$ cat config.mk
export PLATFORM = sky130hd
export DESIGN_NAME = l1_mem_arbiter
export DESIGN_NICKNAME = d
export VERILOG_FILES = /design/src/rtl/l1_arb_pkg.sv /design/src/rtl/l1_arb_chk.sv /design/src/rtl/l1_arb_pick.sv /design/src/rtl/l1_mem_arbiter.sv
export SDC_FILE = /design/constraint.sdc
export NUM_CORES = 1
export LEC_CHECK = 0
export CORE_AREA = 2 2 538 540
export DETAILED_ROUTE_END_ITERATION = 6
export DIE_AREA = 0 0 540 542
export HOLD_SLACK_MARGIN = 0.06
export PLACE_DENSITY_LB_ADDON = 0.05
export SLEW_MARGIN = 20
export SYNTH_ARGS = -nofsm -noshare
export SYNTH_HDL_FRONTEND = slang
export SYNTH_HIERARCHICAL = 1
export SYNTH_SLANG_ARGS = --single-unit
$ cat constraint.sdc
create_clock -name clk -period 2.03 [get_ports clk]
set_input_delay 0.203 -clock clk [delete_from_list [all_inputs] [get_ports clk]]
set_output_delay 0.203 -clock clk [all_outputs]
set_load 0.05 [all_outputs]
$ cat src/rtl/l1_arb_pkg.sv
// l1_arb_pkg: shared types and widths for the L1 miss-port arbiter.
// The round-robin tie-break is enabled by defining L1_ARB_RR_EN.
package l1_arb_pkg;

    // Widths shared with the I-cache and D-cache miss ports.
    localparam int S_ADDR = 32;
    localparam int S_LINE = 256;

    // Arbiter FSM states.
    typedef enum logic [1:0] {
        IDLE    = 2'd0,
        SERVE_I = 2'd1,
        SERVE_D = 2'd2,
        DONE    = 2'd3
    } arb_state_t;

    // Requester identity, used for the grant and the last-grant history.
    typedef enum logic {
        REQ_I = 1'b0,
        REQ_D = 1'b1
    } arb_req_t;

endpackage : l1_arb_pkg

$ cat src/rtl/l1_arb_chk.sv
// l1_arb_chk: simulation-only protocol checks for the arbiter inputs.
// A D-cache read and writeback must never be requested together.
module l1_arb_chk (
    input logic clk,
    input logic rst,
    input logic d_read,
    input logic d_write
);

    a_d_read_write_exclusive: assert property (
        @(posedge clk) disable iff (rst) !(d_read && d_write)
    );

endmodule : l1_arb_chk

$ cat src/rtl/l1_arb_pick.sv
// l1_arb_pick: combinational winner selection between the I-cache and
// D-cache miss requests.
// With L1_ARB_RR_EN defined, ties alternate using last_grant; otherwise
// the D-cache always wins a tie.
module l1_arb_pick
    import l1_arb_pkg::*;
(
    input  logic     i_req,
    input  logic     d_req,
`ifdef L1_ARB_RR_EN
    input  arb_req_t last_grant,
`endif
    output logic     o_valid,
    output arb_req_t o_grant
);

    // Pick the winner; a lone requester always wins.
    always_comb begin
        o_valid = i_req | d_req;
        o_grant = REQ_I;
        if (d_req && !i_req) begin
            o_grant = REQ_D;
        end else if (d_req && i_req) begin
`ifdef L1_ARB_RR_EN
            // The requester that was not served last time wins the tie.
            if (last_grant == REQ_I) begin
                o_grant = REQ_D;
            end else begin
                o_grant = REQ_I;
            end
`else
            o_grant = REQ_D;
`endif
        end else begin
            o_grant = REQ_I;
        end
    end

endmodule : l1_arb_pick

$ cat src/rtl/l1_mem_arbiter.sv
// l1_mem_arbiter: arbitrates the I-cache and D-cache miss ports onto the
// single memory-side port. Memory-port outputs are registered; responses
// are routed back to the owner combinationally in the m_resp cycle.
// Optional feature: L1_ARB_RR_EN selects round-robin tie-breaking instead
// of fixed D-over-I priority.
module l1_mem_arbiter
    import l1_arb_pkg::*;
(
    input  logic              clk,
    input  logic              rst,
    // I-cache miss port
    input  logic              i_read,
    input  logic [S_ADDR-1:0] i_addr,
    output logic [S_LINE-1:0] i_rdata,
    output logic              i_resp,
    // D-cache miss port
    input  logic              d_read,
    input  logic              d_write,
    input  logic [S_ADDR-1:0] d_addr,
    input  logic [S_LINE-1:0] d_wdata,
    output logic [S_LINE-1:0] d_rdata,
    output logic              d_resp,
    // memory-side port
    output logic              m_read,
    output logic              m_write,
    output logic [S_ADDR-1:0] m_addr,
    output logic [S_LINE-1:0] m_wdata,
    input  logic [S_LINE-1:0] m_rdata,
    input  logic              m_resp
);

    arb_state_t        r_state;
    logic              r_m_read;
    logic              r_m_write;
    logic [S_ADDR-1:0] r_m_addr;
    logic [S_LINE-1:0] r_m_wdata;

    logic              w_d_req;
    logic              w_grant_valid;
    arb_req_t          w_grant;

`ifdef L1_ARB_RR_EN
    arb_req_t          r_last_grant;
`endif

    assign w_d_req = d_read | d_write;

    l1_arb_pick u_pick (
        .i_req      (i_read),
        .d_req      (w_d_req),
`ifdef L1_ARB_RR_EN
        .last_grant (r_last_grant),
`endif
        .o_valid    (w_grant_valid),
        .o_grant    (w_grant)
    );

    l1_arb_chk u_chk (
        .clk     (clk),
        .rst     (rst),
        .d_read  (d_read),
        .d_write (d_write)
    );

    // FSM and memory-port output registers: grant in IDLE, hold until m_resp,
    // then one DONE cycle so the served cache can drop its request.
    always_ff @(posedge clk) begin
        if (rst) begin
            r_state   <= IDLE;
            r_m_read  <= 1'b0;
            r_m_write <= 1'b0;
            r_m_addr  <= {S_ADDR{1'b0}};
            r_m_wdata <= {S_LINE{1'b0}};
        end else begin
            case (r_state)
                IDLE: begin
                    if (w_grant_valid) begin
                        if (w_grant == REQ_D) begin
                            r_state   <= SERVE_D;
                            r_m_addr  <= d_addr;
                            r_m_wdata <= d_wdata;
                            // An illegal read+write collapses to the writeback.
                            r_m_write <= d_write;
                            r_m_read  <= d_read & ~d_write;
                        end else begin
                            r_state   <= SERVE_I;
                            r_m_addr  <= i_addr;
                            r_m_wdata <= {S_LINE{1'b0}};
                            r_m_write <= 1'b0;
                            r_m_read  <= 1'b1;
                        end
                    end else begin
                        r_state <= IDLE;
                    end
                end
                SERVE_I, SERVE_D: begin
                    if (m_resp) begin
                        r_state   <= DONE;
                        r_m_read  <= 1'b0;
                        r_m_write <= 1'b0;
                    end else begin
                        r_state <= r_state;
                    end
                end
                DONE: begin
                    r_state <= IDLE;
                end
                default: begin
                    r_state   <= IDLE;
                    r_m_read  <= 1'b0;
                    r_m_write <= 1'b0;
                end
            endcase
        end
    end

`ifdef L1_ARB_RR_EN
    // Grant history for the tie-break; starts at I so D wins the first tie.
    always_ff @(posedge clk) begin
        if (rst) begin
            r_last_grant <= REQ_I;
        end else if (r_state == IDLE && w_grant_valid) begin
            r_last_grant <= w_grant;
        end else begin
            r_last_grant <= r_last_grant;
        end
    end
`endif

    // Route the memory response to the current owner only; m_resp outside a
    // SERVE state is dropped.
    always_comb begin
        i_resp  = 1'b0;
        d_resp  = 1'b0;
        i_rdata = {S_LINE{1'b0}};
        d_rdata = {S_LINE{1'b0}};
        if (m_resp && r_state == SERVE_I) begin
            i_resp  = 1'b1;
            i_rdata = m_rdata;
        end else if (m_resp && r_state == SERVE_D) begin
            d_resp  = 1'b1;
            d_rdata = m_rdata;
        end else begin
            i_resp = 1'b0;
            d_resp = 1'b0;
        end
    end

    assign m_read  = r_m_read;
    assign m_write = r_m_write;
    assign m_addr  = r_m_addr;
    assign m_wdata = r_m_wdata;

endmodule : l1_mem_arbiter
# Word level (Yosys, flattened, before mapping)
# Cells that the tools add are included.
dict set report totals {
  ff_bits 292
  inputBits 582
  output_inout_bits 804
  wordCells 45
}
dict set report classes {
  n_eq_ne 5
  n_mux 21
  bitwise_logic 4
  n_reduce_logical 10
}
# cell n
set op_table {}
lappend op_table {{$mux W256} 4}
lappend op_table {{$mux W32} 1}
lappend op_table {{$mux W1} 10}
lappend op_table {{$mux W2} 3}
lappend op_table {{$pmux W2 S3} 1}
lappend op_table {{$eq A2 B2 Y1 const B} 2}
lappend op_table {{$logic_and A1 B1 Y1} 4}
lappend op_table {{$pmux W1 S2} 2}
lappend op_table {{$reduce_and A3 Y1} 1}
lappend op_table {{$eq A2 B1 Y1 const B} 1}
lappend op_table {{$logic_not A2 Y1} 1}
lappend op_table {{$ne A2 B1 Y1 const B} 1}
lappend op_table {{$ne A2 B2 Y1 const B} 1}
lappend op_table {{$or A1 B1 Y1} 2}
lappend op_table {{$reduce_and A2 Y1} 1}
lappend op_table {{$reduce_bool A2 Y1} 1}
lappend op_table {{$reduce_or A2 Y1} 1}
lappend op_table {{$and A1 B1 Y1} 1}
lappend op_table {{$logic_not A1 Y1} 1}
lappend op_table {{$not A1 Y1} 1}

# Logic depth before layout (Yosys ltp)
dict set report logic_depth {
  word_depth 7
  mapped_depth 9
  ltp_nobuf 5
}

# Hierarchy
# Netlist, hierarchy kept.
# module n_inst cells_each area_per_inst_um2 seq_area_each_um2
set modules_own_cells {}
lappend modules_own_cells {l1_mem_arbiter 1 1623 15045.7 5845.6}
lappend modules_own_cells {l1_arb_pick 1 2 10.0 0.0}

# Worst setup path after synthesis
# No wires, ideal clock.
dict set report synth_path {
  path_kind {register to output}
  from {register r_state[1]}
  to {output port d_rdata[246]}
  arrival_time_ns 1.889
  t_required_ns 1.827
  path_slack_ns -0.062
  stages_incl_launch_ff 6
  path_buffers 1
  cell_sequence {dfxtp_1 -> inv_1 -> ha_1 -> nor2_2 -> clkbuf_1 -> and2_1}
}
dict set report synth_between {
  elab_chain_len 4
  elab_cells_between_ends 6
  cone_classes {2 x eq/ne; 2 x mux; 2 x reduce/logical}
}
# item line_no
set synth_rtl {}
lappend synth_rtl {{start, declared} l1_mem_arbiter.sv:32} ;# arb_state_t r_state;
lappend synth_rtl {{start signal, assigned} l1_mem_arbiter.sv:102} ;# r_state <= r_state;
lappend synth_rtl {{$eq A2 B2 Y1} l1_mem_arbiter.sv:140} ;# end else if (m_resp && r_state == SERVE_D) begin
lappend synth_rtl {{$logic_and A1 B1 Y1} l1_mem_arbiter.sv:140}
lappend synth_rtl {{$mux W256} l1_mem_arbiter.sv:140}
lappend synth_rtl {{$mux W256 (*)} l1_mem_arbiter.sv:137} ;# if (m_resp && r_state == SERVE_I) begin
lappend synth_rtl {{end, declared} l1_mem_arbiter.sv:21} ;# output logic [S_LINE-1:0] d_rdata,
# Mark *: on every way between the ends. The rest lies on a longest branch, timed or not.

# Worst setup path in the final report
dict set report layout_path {
  from {register r_state[0]}
  to {output port d_rdata[204]}
}
# The elaborated chain is that of the path after synthesis.

==> metrics.md <==
| Metric | Value |
|---|---|
| Synth Warn # | `6` |
| Num rows | `197` |
| Synth Instances | `about 1600` |
| CP Class | `reg -> out` |
| Initial DRT Pass Iterations | `4` |
| # fillers | `around 32000` |
| Sw power | `between 20 and 30 mW` |
| Seq pwr share | `between 10% and 20%` |
| Sink Count | `292` |
| Die ar. | `approximately 300000 um^2` |
| CTS root buf | `clkbuf_16` |
| Placed Cells | `around 6700` |
| Worst-Skew Late Latency | `0.61 ns` |
| Avg Inst Size Synth | `between 9 and 10 um^2` |
| Cell Count, Final, Fillers Out | `6941` |
| Dominant cell type by area after synthesis | `dfxtp_1` |
| Total Wirelength | `214000 um` |
| Post-synth top flop | `dfxtp_1` |
| Cell with the most instances after synthesis | `dfxtp_1` |
| H-tree depth | `2` |
| Wire length of the first global-routing pass | `between 200000 and 300000 um` |
| RSZ-0062 raised after global routing | `yes` |
| CP max FO | `6` |
| IO buf count | `1385` |
| WP data required | `between 1.5 and 2 ns` |
| Syn_nets | `about 2200` |
| Mux share of post-synthesis cell area | `2.19%` |
| Synthesized area | `around 15000 um^2` |
| Xor and xnor area share after synthesis | `0%` |
| Final min period | `roughly 2.5 ns` |
| Logic pwr share | `between 60% and 70%` |
| Synth unique cells | `29` |
| Worst Setup End Kind | `primary output` |
| Total grt overflow | `0` |
| Post-synth EDFFs | `0` |
| Initial antenna violation count | `140` |
| Core area | `287000 um^2` |
| Maxcap violations | `0` |
| DRC Markers | `0` |
| Total CTS buffers | `between 40 and 50` |
| Max-slew violation count | `0` |
| Dpl hpwl | `177000 um` |
| Adder-cell share of the synthesized area | `less than 1%` |
| Setup crit start kind | `flop` |
| DR WL/cell | `30.8 um` |
| Sw Ratio | `48.9%` |
| CTS max path bufs | `3` |
| Clock Power Share | `~15%` |
| Fmax | `~0.40 GHz` |
| Worst Max-Slew Pin Slew | `about 0.73 ns` |
| Share of cells above drive strength 1 | `53.6%` |
| Status | `complete, but fails checks` |
| Die Y | `roughly 540 um` |
| VDD IR max | `between 500 and 600 uV` |
| Clk slew on worst S/H paths | `roughly 0.060 ns` |
| Final Power | `~55 mW` |
| CTS tree | `done` |
| Largest net degree at the start of global routing | `66` |
| PwrDens | `around 1200 nW/um^2` |
| Final hold viol count | `0` |
| Setup violations, final | `approximately 550` |
| Pint | `27.8 mW` |
| Post-Synth Simple-Gate Area | `a little over 30%` |
| Largest family of logic cells by synthesized area | `simple AND/OR/NAND/NOR gates` |
| Async SR Flop Fraction | `0%` |
| Share of the synthesized area in the top cell type | `38.8%` |
| Seq/Total Area, Yosys | `38.8%` |
| Failing checks | `negative setup slack` |
| Setup TNS | `-175.81 ns` |
| Area Growth Syn to Fin | `198%` |
| Total track usage | `around 14%` |
| Starting DRT DRC Count | `600` |
| Top Ports | `about 1400` |
| Leakage | `~16 nW` |
| Tightest Hold Check Type | `in -> reg` |
| Slew HR | `between 50 and 60%` |
| Flops & latches, synth | `~290` |
| Starting Density | `around 5.2%` |
| Synth Area in Compound Gates | `a little over a fifth` |
| Vias | `between 15000 and 20000` |
| Die outline width | `~540 um` |
| Vias in the first global route | `19500` |
| Synth area leaders | `dfxtp_1 (39%), a22oi_2 (17%), and2_1 (11%)` |
| Max Clock Skew | `around 0.023 ns` |
| Setup WS post-layout | `-0.440 ns` |
| GPL Wtd Cong | `just over 0.9` |
| NumNets Final | `~3700` |
| Synth top cells by count | `dfxtp_1 (292), and2_1 (258), and3_1 (257)` |
| Core Util, Final | `roughly 16%` |
| Pre-CTS WS | `-0.312 ns` |
| Post-route ant nets | `0` |
| Period Utilization, post-route | `122%` |
| DR vias/cell | `between 2 and 3` |
| Worst Path Arrival | `2.27 ns` |
-- cell type report --
type	instances	area [um^2]	share of cell area [%]
clock inverter	9	156	0.348
sequential	292	5850	13.0
tap	3781	4730	10.5
clock buffer	69	1290	2.86
inverter	2	7.51	0.0167
timing repair buffer	1618	22800	50.8
antenna	25	62.6	0.139
multi-input combinational	1145	10000	22.3
-- flip-flops by register name, summed over array words and instances, names as in the netlist --
signal and cells:
m_wdata 256, m_read 1, m_write 1, r_state 2
m_addr 32
-- worst max-delay path, stage by stage, from the launching register on --
cell and delay [ns]:
dfxtp_2 0.33, inv_2 0.07, ha_4 0.14, nand2_2 0.06, nor2_4 0.17, buf_12 0.16
buf_12 0.11, buf_12 0.14, buf_16 0.14, and2_4 0.18, buf_12 0.14
-- cells in the final DEF, fill, tap and decap left out, drive strengths merged, types with 3 or more instances in the layout --
master	netlist	layout
clkdlybuf4s50	0	787
inv	2	4
a22oi	256	256
clkinv	0	3
nand2	3	3
and2	258	258
a211oi	34	34
clkbuf	118	92
bufinv	0	4
nor2	289	289
dfxtp	292	292
diode	0	25
mux2i	33	33
a21oi	3	3
buf	68	807
and3	257	257
ha	3	3
-- logic make-up after synthesis --
| logic type | after synthesis |
|---|---|
| simple gates | 812 |
| compound gates | 297 |
| flops | 292 |
| buf+inv | 188 |
| mux | 33 |
| fa+ha+maj | 3 |
-- power groups by stage --
stage / clock network, mW / registers, mW / logic, mW
2_1_floorplan: 0 / 13.3 / 11.7
3_5_place_dp: 0 / 8.37 / 33.5
6_report: 8.20 / 8.25 / 38.1
3_3_place_gp: 0 / 8.41 / 33.7
5_1_grt: 8.98 / 8.48 / 39.7
4_1_cts: 8.87 / 8.29 / 37.0
-- path summary, 6_finish.rpt --
check                                  start      endpoint  slack (ns)  cells past startpoint
worst max-delay path              r_state[0]  d_rdata[204]       -0.44                     10
worst min-delay path            d_wdata[129]  m_wdata[129]        0.21                      3
worst max register to register    r_state[0]   m_wdata[23]           0                     10
worst min register to register        m_read        m_read        0.49                      2
-- stage by stage --
stage	hold WS (ns)	cell area (um^2)
after floorplan	0.337	15100
after global placement	0.485	39200
after detailed placement	0.488	39200
after CTS	0.109	43200
after global routing	0.151	44900
final	0.213	44900
-- repair_timing --
item	in CTS	in global routing
cloned	33	30
endpoints found under the hold margin	13	0
gates resized for setup	346	284
hold buffers	1	0
setup endpoints to repair	716	732
setup buffers	43	14
pin swaps	63	15
-- metal layers --
metal	vias up	part of all wire, %	global-route usage (%)
met5	-	0.28	0
met4	92	1.3	1.45
met3	287	11	7.13
met2	918	46	22.3
met1	9185	42	16.6
li1	8696	-	-
(Power assumes the default switching activity.)
==> patch (same settings) <==
Set the package constant `S_ADDR` to 64 (it was 32).
--- a/src/rtl/l1_arb_pkg.sv
+++ b/src/rtl/l1_arb_pkg.sv
@@ -4,5 +4,5 @@
 
     // Widths shared with the I-cache and D-cache miss ports.
-    localparam int S_ADDR = 32;
+    localparam int S_ADDR = 64;
     localparam int S_LINE = 256;
 
Interface: changed (resized d_addr, i_addr and m_addr); port bits go from 1386 to 1482. No check against the original RTL was run, so the function may have changed too.
==> patch against the original RTL <==
  * The run still ends with setup timing left
  * Hold slack worse by 52 ps
  * Synthesized area increased by 4.4%
  * Setup slack got worse by 87 ps
  * Core utilization shrank 0.070 points
  * Sequential cell count rose by 32
  * Cell count increased by 3.9%
  * Routed wire length grew 18%
  * Power up 1.2%
  * First-iteration DRC count increased by 52%
  * Register-to-register slack worse by 60 ps
  * Maximum frequency down 3.4%
  * Cell area fell by 0.45%
==> patch: results (changes against the original RTL) <==
drt first pass iters -> 5 (+1)
failing checks -> setup timing
largest net degree at the start of global routing -> 96 (+45%)
first-pass GRT wire length -> 300000 um (+16%)
Unique masters post-synth -> 27 (-6.9%)
R2R Setup Slk -> -60 ps (-60 ps)
wirelength, routed -> 252000 um (+18%)
Max VDD drop -> 0.000633 V (+7.1%)
mux share of post-synthesis cell area -> 4.14% (+1.9 points)
Post-synth top cells -> dfxtp_1, nor2_1, and2_1
net count after synthesis -> 2417 (+9.4%)
top post-synthesis cells by area -> dfxtp_1, and2_1, and3_1
Synth Area in Compound Gates -> 18.8% (-2.6 points)
Placer Congestion -> 0.947 (+4.0%)
outcome -> finished, violations left
R2R cell count -> 8 (-2)
routing usage on met1 -> 17.2% (+0.62 points)
wire length on met2 -> 125000 um (+29%)
Setup WS post-layout -> -526 ps (-86.6 ps)
Tot GR Track Use -> 16.4% (+2.6 points)
layout cells sized above 1 -> 33.1% (-21 points)
Inst Count DP -> 6947 (+3.2%)
Final Setup Violations -> 765 (+40%)
Vias/cell -> 2.87 (+3.8%)
met2 Track Usage GR -> 29.2% (+6.9 points)
max_slew headroom -> 50.9% (-0.56 points)
met3 wire len -> 30200 um (+27%)
-- patch: cell count changes after synthesis, sizes merged --
cell    change
a211oi     +32
clkbuf      +2
dfxtp      +32
mux2i      +32
nor2       +32
buf        +13
-- patch: worst min path at each step --
stage | from | to | slack (ps) | cells after the start
after global placement | m_read$_SDFFE_PP0P_ | m_read$_SDFFE_PP0P_ | 470 | 2
after global routing | d_wdata[61] | m_wdata[61]$_SDFFE_PP0P_ | 110 | 3
after detailed placement | m_read$_SDFFE_PP0P_ | m_read$_SDFFE_PP0P_ | 470 | 2
final | d_wdata[123] | m_wdata[123]$_SDFFE_PP0P_ | 160 | 3
after floorplan | d_wdata[100] | m_wdata[100]$_SDFFE_PP0P_ | 340 | 2
after CTS | d_wdata[165] | m_wdata[165]$_SDFFE_PP0P_ | 60 | 3
-- patch: final cells by class --
| class | count | area (um^2) |
|---|---|---|
| Antenna cell | 22 | 55.1 |
| Clock buffer | 83 | 1560 |
| Clock inverter | 15 | 189 |
| Fill cell | 32052 | 242000 |
| Inverter | 2 | 10.0 |
| Multi-Input combinational cell | 1241 | 8590 |
| Sequential cell | 324 | 6490 |
| Tap cell | 3781 | 4730 |
| Timing Repair Buffer | 1747 | 23100 |
-- patch: report_power, final --
group          switching [W]  internal [W]
clock                0.00399       0.00553
sequential           0.00117       0.00815
combinational         0.0229        0.0134
total                 0.0281        0.0271
-- patch: critical path: stages, from the launching register on --
cell and delay [ps]:
dfxtp_2 330, buf_6 110, ha_4 170, nor2_4 110
buf_12 140, buf_16 150, buf_12 160, buf_16 140
and2_4 160, buf_12 150
-- patch: what timing repair did --
item                       CTS  global route
hold buffers               107             0
hold endpoints to repair   139             0
gates cloned                 6            14
buffers inserted            13             9
setup endpoints to repair  738           774
gates resized for setup     90           121
pin swaps                    4            28
